--- config.mk ---
export PLATFORM = sky130hd
export DESIGN_NAME = pc_fetch_ctrl
export DESIGN_NICKNAME = d
export VERILOG_FILES = /design/src/rtl/mips_pkg.sv /design/src/rtl/next_pc_mux.sv /design/src/rtl/pc_fetch_ctrl.sv
export SDC_FILE = /design/constraint.sdc
export NUM_CORES = 1
export LEC_CHECK = 0
export ABC_AREA = 1
export BUFFER_PORTS_ARGS = -buffer_cell sky130_fd_sc_hd__buf_2
export CAP_MARGIN = 20
export CORE_ASPECT_RATIO = 2
export CORE_MARGIN = 4
export CORE_UTILIZATION = 46
export DETAILED_ROUTE_END_ITERATION = 16
export PLACE_DENSITY = 0.81
export SYNTH_ARGS = -nofsm -noshare
export SYNTH_HDL_FRONTEND = slang
export SYNTH_SLANG_ARGS = --single-unit
--- constraint.sdc ---
create_clock -name clk -period 2.02 [get_ports clk]
set_input_delay 0.101 -clock clk [delete_from_list [all_inputs] [get_ports clk]]
set_output_delay 0.101 -clock clk [all_outputs]
set_load 0.03 [all_outputs]
--- src/rtl/mips_pkg.sv ---
// Shared types and defaults for the MIPS32 fetch front end.
// Trap support in pc_fetch_ctrl is enabled by defining MISALIGN_TRAP_EN.
package mips_pkg;

  localparam int unsigned XLEN = 32;

  typedef enum logic [1:0] {
    BOOT   = 2'd0,
    FETCH  = 2'd1,
    HALTED = 2'd2
  } fetchState_t;

  typedef enum logic [1:0] {
    SEL_SEQ = 2'd0,
    SEL_BR  = 2'd1,
    SEL_J   = 2'd2,
    SEL_JR  = 2'd3
  } nextPcSel_t;

  localparam logic [XLEN-1:0] RESET_PC_DEF   = 32'h0000_0000;
  localparam logic [XLEN-1:0] EXC_VECTOR_DEF = 32'h0000_0180;

  function automatic logic isMisaligned(input logic [XLEN-1:0] addr);
    return addr[1:0] != 2'b00;
  endfunction

endpackage

--- src/rtl/next_pc_mux.sv ---
// Priority next-PC selector (jr > jump > branch > sequential) with misaligned-target flag.
module next_pc_mux
  import mips_pkg::*;
#(
  parameter bit TRAP_EN = 1'b0
) (
  input  logic [XLEN-1:0] pcPlus4,
  input  logic            branchTaken,
  input  logic [XLEN-1:0] branchTarget,
  input  logic            jump,
  input  logic [XLEN-1:0] jumpTarget,
  input  logic            jr,
  input  logic [XLEN-1:0] jrTarget,
  output logic [XLEN-1:0] nextPc,
  output logic            misaligned
);

  nextPcSel_t sel;

  always_comb begin
    sel        = SEL_SEQ;
    nextPc     = pcPlus4;
    misaligned = 1'b0;
    if (jr)               sel = SEL_JR;
    else if (jump)        sel = SEL_J;
    else if (branchTaken) sel = SEL_BR;
    case (sel)
      SEL_JR:  nextPc = jrTarget;
      SEL_J:   nextPc = jumpTarget;
      SEL_BR:  nextPc = branchTarget;
      default: nextPc = pcPlus4;
    endcase
    // Sequential PC comes from the adder and is aligned whenever pc is.
    misaligned = TRAP_EN && (sel != SEL_SEQ) && isMisaligned(nextPc);
  end

endmodule

--- src/rtl/pc_fetch_ctrl.sv ---
// PC register, fetch FSM and retired-instruction counter for the single-cycle core.
// Define MISALIGN_TRAP_EN to redirect misaligned targets to EXC_VECTOR and pulse misalign_err.
module pc_fetch_ctrl
  import mips_pkg::*;
#(
  parameter logic [31:0] RESET_PC   = RESET_PC_DEF,
  parameter logic [31:0] EXC_VECTOR = EXC_VECTOR_DEF
) (
  input  logic        clk,
  input  logic        reset,
  input  logic [31:0] pc_plus4,
  input  logic        branch_taken,
  input  logic [31:0] branch_target,
  input  logic        jump,
  input  logic [31:0] jump_target,
  input  logic        jr,
  input  logic [31:0] jr_target,
  input  logic        stall,
  input  logic        halt,
  input  logic        imem_ready,
  output logic [31:0] pc,
  output logic        imem_req,
  output logic        instr_valid,
  output logic [31:0] instr_count,
  output logic        halted,
  output logic        misalign_err
);

`ifdef MISALIGN_TRAP_EN
  localparam bit TRAP_EN = 1'b1;
`else
  localparam bit TRAP_EN = 1'b0;
`endif

  fetchState_t     state, stateNext;
  logic            accept;
  logic [XLEN-1:0] nextPc;
  logic            misaligned;

  next_pc_mux #(.TRAP_EN(TRAP_EN)) uNextPcMux (
    .pcPlus4     (pc_plus4),
    .branchTaken (branch_taken),
    .branchTarget(branch_target),
    .jump        (jump),
    .jumpTarget  (jump_target),
    .jr          (jr),
    .jrTarget    (jr_target),
    .nextPc      (nextPc),
    .misaligned  (misaligned)
  );

  always_ff @(posedge clk) begin
    if (reset) state <= BOOT;
    else       state <= stateNext;
  end

  always_comb begin
    stateNext   = state;
    imem_req    = 1'b0;
    instr_valid = 1'b0;
    halted      = 1'b0;
    accept      = 1'b0;
    case (state)
      BOOT:  stateNext = FETCH;
      FETCH: begin
        imem_req    = 1'b1;
        instr_valid = imem_ready;
        accept      = imem_ready & ~stall;
        if (accept && halt) stateNext = HALTED;
      end
      HALTED:  halted = 1'b1;
      default: stateNext = BOOT;
    endcase
  end

  // The instruction retires on accept, including a halting or trapping one.
  always_ff @(posedge clk) begin
    if (reset) begin
      pc          <= RESET_PC;
      instr_count <= 32'd0;
    end else if (accept) begin
      pc          <= misaligned ? EXC_VECTOR : nextPc;
      instr_count <= instr_count + 32'd1;
    end
  end

`ifdef MISALIGN_TRAP_EN
  always_ff @(posedge clk) begin
    if (reset) misalign_err <= 1'b0;
    else       misalign_err <= accept & misaligned;
  end
`else
  assign misalign_err = misaligned;
`endif

endmodule
==> results of run 1 <==
[stage by stage]
step | util, % | setup WS, ns | hold WS (ns) | area (sq um) | total power, mW
after floorplan | - | 0.2654 | 0.2382 | 3949 | 1.650
after global placement | 60.26 | 0.4170 | 0.3605 | 5032 | 1.866
after detailed placement | 60.26 | 0.3313 | 0.3689 | 5032 | 1.881
after CTS | 63.69 | 0.3385 | 0.02285 | 5319 | 3.414
after global routing | 63.69 | 0.1255 | 0.03649 | 5319 | 3.510
final | 63.69 | 0.3347 | 0.02872 | 5319 | 3.393
[cells by family (layout without fill, tap and decap cells)]
kind of cell / Yosys count / in the layout
adder cells (fa/ha/maj): 1 / 1
AO/OA/AOI/OAI: 134 / 134
AND/OR/NAND/NOR: 276 / 276
other: 1 / 1
XOR/XNOR: 2 / 2
flip-flops: 66 / 66
buffers and inverters: 140 / 339
[power by group]
group / internal, mW / switching (mW) / total, mW
Combinational: 0.191 / 0.301 / 0.492
Sequential: 1.34 / 0.0219 / 1.36
Clock: 0.978 / 0.559 / 1.54
Total: 2.51 / 0.882 / 3.39
[cell usage after synthesis (all sizes together)]
| library cell | instances |
|---|---|
| nand3b | 1 |
| a41oi | 33 |
| nand2 | 187 |
| nand4 | 5 |
| or2 | 1 |
| o21bai | 3 |
| ha | 1 |
| buf | 13 |
| inv | 112 |
| nor3 | 4 |
| dfxtp | 66 |
| nand3 | 17 |
| o21a | 3 |
| xor2 | 1 |
| clkbuf | 15 |
| conb | 1 |
| nor2 | 60 |
| xnor2 | 1 |
| nor4 | 1 |
| o21ai | 76 |
| a21oi | 19 |
[worst paths after layout]
kind | slack [ns] | end | start
worst max-delay path | 0.33 | instr_count[16] | instr_count[0]
worst min-delay path | 0.03 | state[0] | halt
worst max register to register | 0.33 | instr_count[16] | instr_count[0]
worst min register to register | 0.49 | instr_count[6] | instr_count[6]
[worst max-delay path, delay by kind of cell, from the launching register on]
family | cells | cell delay [ns]
AO/OA/AOI/OAI | 1 | 0.15
adder cells (fa/ha/maj) | 1 | 0.21
buffers and inverters | 2 | 0.26
flip-flops | 1 | 0.39
AND/OR/NAND/NOR | 6 | 0.58
[layout by cell type, fill, tap and decap left out, drive strengths merged]
master	instances
a21oi	19
a41oi	33
buf	212
bufinv	1
clkbuf	12
clkinv	2
conb	1
dfxtp	66
ha	1
inv	112
nand2	187
nand3	17
nand3b	1
nand4	5
nor2	60
nor3	4
nor4	1
o21a	3
o21ai	76
o21bai	3
or2	1
xnor2	1
xor2	1
[area by class of cell]
class                           count  area [sq um]  area share (%)
Clock buffer                       12         246.5           4.634
Timing Repair Buffer              212          1086           20.42
Clock inverter                      3         40.04          0.7528
Tap cell                           98         122.6           2.305
Inverter                          112         420.4           7.904
Sequential cell                    66          1321           24.84
Multi-Input combinational cell    414          2082           39.14
[state kept, by name, indices dropped and copies added (netlist names)]
| signal | cells |
|---|---|
| instr_count | 32 |
| pc | 32 |
| state | 2 |
[routing by layer]
layer | global-route usage (%) | part of all wire (%) | vias up
li1 | - | - | 2364
met1 | 24.77 | 33 | 2195
met2 | 49.06 | 54 | 260
met3 | 4.427 | 7.0 | 62
met4 | 17.57 | 6.0 | 0
met5 | 0 | 0 | -
==> out/qor.txt, run 1 <==
Critical Path AT: 1.91 ns
WL final: 13510 microns
Proportion of layout cells with a drive suffix above 1: 30.89%
Syn Nets: 757
Max-cap violations: 0
Post-DP HPWL: 10650 microns
Core outline area: 8351 sq um
GRT overflow: 0
Gr usage total: 26.44%
Die Height: 139.0 microns
Drt pass-1 iters: 7
Layout fillers: 761
Hold_buf cts: 0
Syn Std Cell Area: 3949 sq um
Setup Crit Path Kind: reg -> reg
Crit-path max cell delay: 0.39 ns
Num Clock Sinks: 66
Clock Latency Late Sink: 0.33 ns
Root Driver: clkbuf_16
Critical-path maximum fanout: 5
Crit share post-route: 83.43%
Top cell by count, worst path: nand2_1
Site row count: 47
Peak supply drop: 0.3939 mV
Post-synth top area cell: dfxtp_1
Antenna violations before repair: 0
Initial DRC count: 255
CP endpoint kind: flop
I/O Pins: 204
Setup violators final: 0
H-tree depth: 3
Worst reg-to-reg path cell count: 10
Slowest cell on crit path: dfxtp_1
Max Freq: 593.3 MHz
#FFs+latches synth: 66
Synth Area in Compound Gates: 20.69%
CTS resizes: 0
Post-CTS Setup Repair Bufs: 0
Antenna Nets Post-Route: 0
Die area: 10220 sq um
Cell Chain, Critical Path: ha_1 > nand3_1 > inv_1 > nand2_1 > inv_1 > nand2_1 > nor2_2 > nand2_1 > o21ai_0 > nor2_1
Hold-critical path depth: 2
Area fraction of the dominant cell type after synthesis: 33.46%
Cells after Synth: 620
Mux cell area share after synthesis: 0%
Post-Synth XOR/XNOR Area: 0.4436%
Area grow syn2layout: 34.70%
Worst setup SP type: flop
DRC Markers: 0
Setup TNS: 0 ns
Post-synthesis sequential area ratio: 33.46%
Fin cells: 917
Port bufs: 202
Initial Util: 47.29%
Ys Warns: 0
Clk_skew: 0.006397 ns
Nets: 952
Vias in the first global route: 4949
RSZ-0062 raised after global routing: no
Final period demand of the worst path: 1.685 ns
Slew Limit Fails: 0
Power Dens Cells: 637.9 nW/um^2
Global placement routability congestion: 0.9140
Via count: 4881
Vias per cell: 5.323
Pin count of the biggest net entering global routing: 46
CTS tree: built
WL/cell: 14.73 microns
Post-synthesis adder-cell area fraction: 0.3169%
Fin. Hold Viols: 0
Critical path required time: 2.24 ns
Syn_area_per_cell: 6.369 sq um
Placed Cells incl. Taps: 902
Main combinational cell family by area after synthesis: simple AND/OR/NAND/NOR gates
Simple-Gate Fraction of Synth Area: 30.96%
First-pass GRT wire length: 21530 microns
Clock-pin slew on the worst setup and hold paths: 0.05 ns
Dominant cells by area after synthesis: dfxtp_1 (33%), nand2_1 (17%), inv_1 (10%), o21ai_0 (9.5%), a41oi_1 (7.3%)
Lkg Pwr: 2.784 nW
CTS Buffer Depth: 2
CTS buffer count: 9
Status: complete, no violations
Hold crit path type: in -> reg
Die width: 73.52 microns
Antenna Cells: 0
Synth cell types: 35
(Power assumes the default switching activity.)
==> run 2, diff against run 1 <==
Clock period 2.02 ns to 1.7 ns, I/O delays scaled along.
==> run 2 against run 1 <==
Register-to-register slack got worse by 0.18 ns. Sequential share of layout area decreased by 0.34 points. Clock-buffer cell count rose by 2. Maximum frequency up 9.0%. Worst setup slack got worse by 0.18 ns. Combinational power is 20% higher. Routed wire length grew 1.1%. Via count fell by 0.51%. Power rose by 17%. Clock power is 14% higher.
==> out/qor.txt, run 2 (same netlist as run 1, synthesis figures left out) <==
Antenna violations before repair: 0
Drt pass-1 iters: 5
Commonest non-fill, non-tap cell in the layout: buf_2
Fin cells: 924
H-tree depth: 3
R2r startpoint: instr_count[0]
CP endpoint kind: flop
Lkg Pwr: 2.814 nW
Post-CTS Setup Repair Bufs: 0
Vias in the first global route: 4828
Crit Reg-Reg Endpoint: instr_count[16]
Setup ws final: 0.1538 ns
Setup violators final: 0
Critical-path maximum fanout: 5
CTS buffer count: 9
Root Driver: clkbuf_16
DRC Markers: 0
Die Height: 139.0 microns
Slowest cell on crit path: dfxtp_2
Global placement routability congestion: 0.9845
Seq. cell area: 1324 sq um
Flop-to-flop setup slack: 0.15 ns
Core outline area: 8351 sq um
Power Dens Cells: 735.3 nW/um^2
Area grow syn2layout: 36.85%
DP Worst Slack: 0.06112 ns
Site row count: 47
Critical path required time: 1.91 ns
Crit share post-route: 90.95%
GRT overflow: 0
Worst reg-to-reg path cell count: 10
WL/cell: 14.79 microns
Die area: 10220 sq um
Antenna Cells: 0
Initial Util: 47.29%
Vias per cell: 5.255
WL final: 13660 microns
CTS Buffer Depth: 2
Peak supply drop: 0.5241 mV
First-pass GRT wire length: 21780 microns
Port bufs: 202
Nets: 958
Cell Chain, Critical Path: ha_2 > nand3_1 > inv_2 > nand2_1 > inv_2 > nand2_2 > nor2_4 > nand2_1 > o21ai_0 > nor2_1
Final period demand of the worst path: 1.546 ns
Commonest non-fill, non-tap cells in the layout: buf_2 (202), nand2_1 (181), inv_1 (108)
Max-cap violations: 0
Worst setup SP type: flop
Slew Limit Fails: 0
Setup Crit Path Kind: reg -> reg
Crit-path max cell delay: 0.35 ns
Initial DRC count: 235
Layout fillers: 773
Clock Latency Late Sink: 0.33 ns
Min-delay src: jump_target[3]
Worst Hold End: pc[3]
I/O Pins: 204
Fin. Hold Viols: 0
Status: complete, no violations
RSZ-0062 raised after global routing: no
Post-DP HPWL: 10810 microns
Final Util: 64.71%
Proportion of layout cells with a drive suffix above 1: 32.20%
Multi-input gate area: 2100 sq um
Num Clock Sinks: 66
Pin count of the biggest net entering global routing: 37
Setup TNS: 0 ns
CTS tree: built
Gr usage total: 26.75%
Hold crit path type: in -> reg
Via count: 4856
Critical Path AT: 1.76 ns
Antenna Nets Post-Route: 0
Hold-critical path depth: 3
Top flop regs: instr_count: 32 flops, pc: 32 flops, state: 2 flops
Die width: 73.52 microns
Max Freq: 646.8 MHz
Placed Cells incl. Taps: 907
Clk_skew: 0.005571 ns
Clock-pin slew on the worst setup and hold paths: 0.06 ns
run 2: cell count changes in the layout (fill, tap and decap cells not counted), sizes merged:
cell | previous run | this run
bufinv | 1 | 0
buf | 212 | 217
clkbuf | 12 | 14
dlygate4sd3 | 0 | 1
run 2: power breakdown:
part	internal, mW	switching [mW]	total [mW]	leakage (nW)
Sequential	1.59	0.0260	1.62	0.537
Clock	1.10	0.659	1.76	0.143
Combinational	0.234	0.358	0.592	2.13
Total	2.93	1.04	3.97	2.81
run 2: through the flow:
| step | power (mW) | cell area, sq um | hold slack [ns] |
|---|---|---|---|
| 3_3_place_gp | 2.225 | 5085 | 0.3370 |
| 5_1_grt | 4.141 | 5404 | 0.05216 |
| 6_report | 3.973 | 5404 | 0.05029 |
| 2_1_floorplan | 1.961 | 3951 | 0.2222 |
| 4_1_cts | 4.001 | 5379 | 0.03553 |
| 3_5_place_dp | 2.237 | 5085 | 0.3396 |
run 2: what timing repair did:
action / CTS / global route
endpoints found under the setup margin: 0 / 23
endpoints found under the hold margin: 1 / 0
gates resized for setup: 0 / 9
hold buffers: 1 / 0
run 2: critical path: cells and delay by family (launching register included):
family                     cells  cell delay [ns]
and+or+nand+nor                6             0.50
AOI/OAI and AO/OA              1             0.18
adders and majority gates      1             0.20
DFF                            1             0.35
buffers and inverters          2             0.20
run 2: layout make-up:
type | instances | area share, %
Tap cell | 98 | 2.269
Inverter | 112 | 7.780
Sequential cell | 66 | 24.50
Timing Repair Buffer | 218 | 21.35
Clock buffer | 14 | 5.071
Multi-Input combinational cell | 414 | 38.85
Clock inverter | 2 | 0.1852
run 2: layer usage:
layer / GRT usage (%) / routed length (microns)
met1: 26.92 / 4749
met2: 49.30 / 7430
met3: 5.152 / 932
met4: 13.66 / 550
met5: 0 / 0
run 2: how the worst max path moves through the flow:
stage,cells past startpoint,start,endpoint,slack [ns]
after CTS,10,instr_count[0],instr_count[16],0.05
after global routing,11,instr_count[0],instr_count[20],0.01
after floorplan,10,instr_count[0],instr_count[16],0.08
after global placement,10,instr_count[0],instr_count[16],0.09
final,10,instr_count[0],instr_count[16],0.15
after detailed placement,10,instr_count[0],instr_count[16],0.06
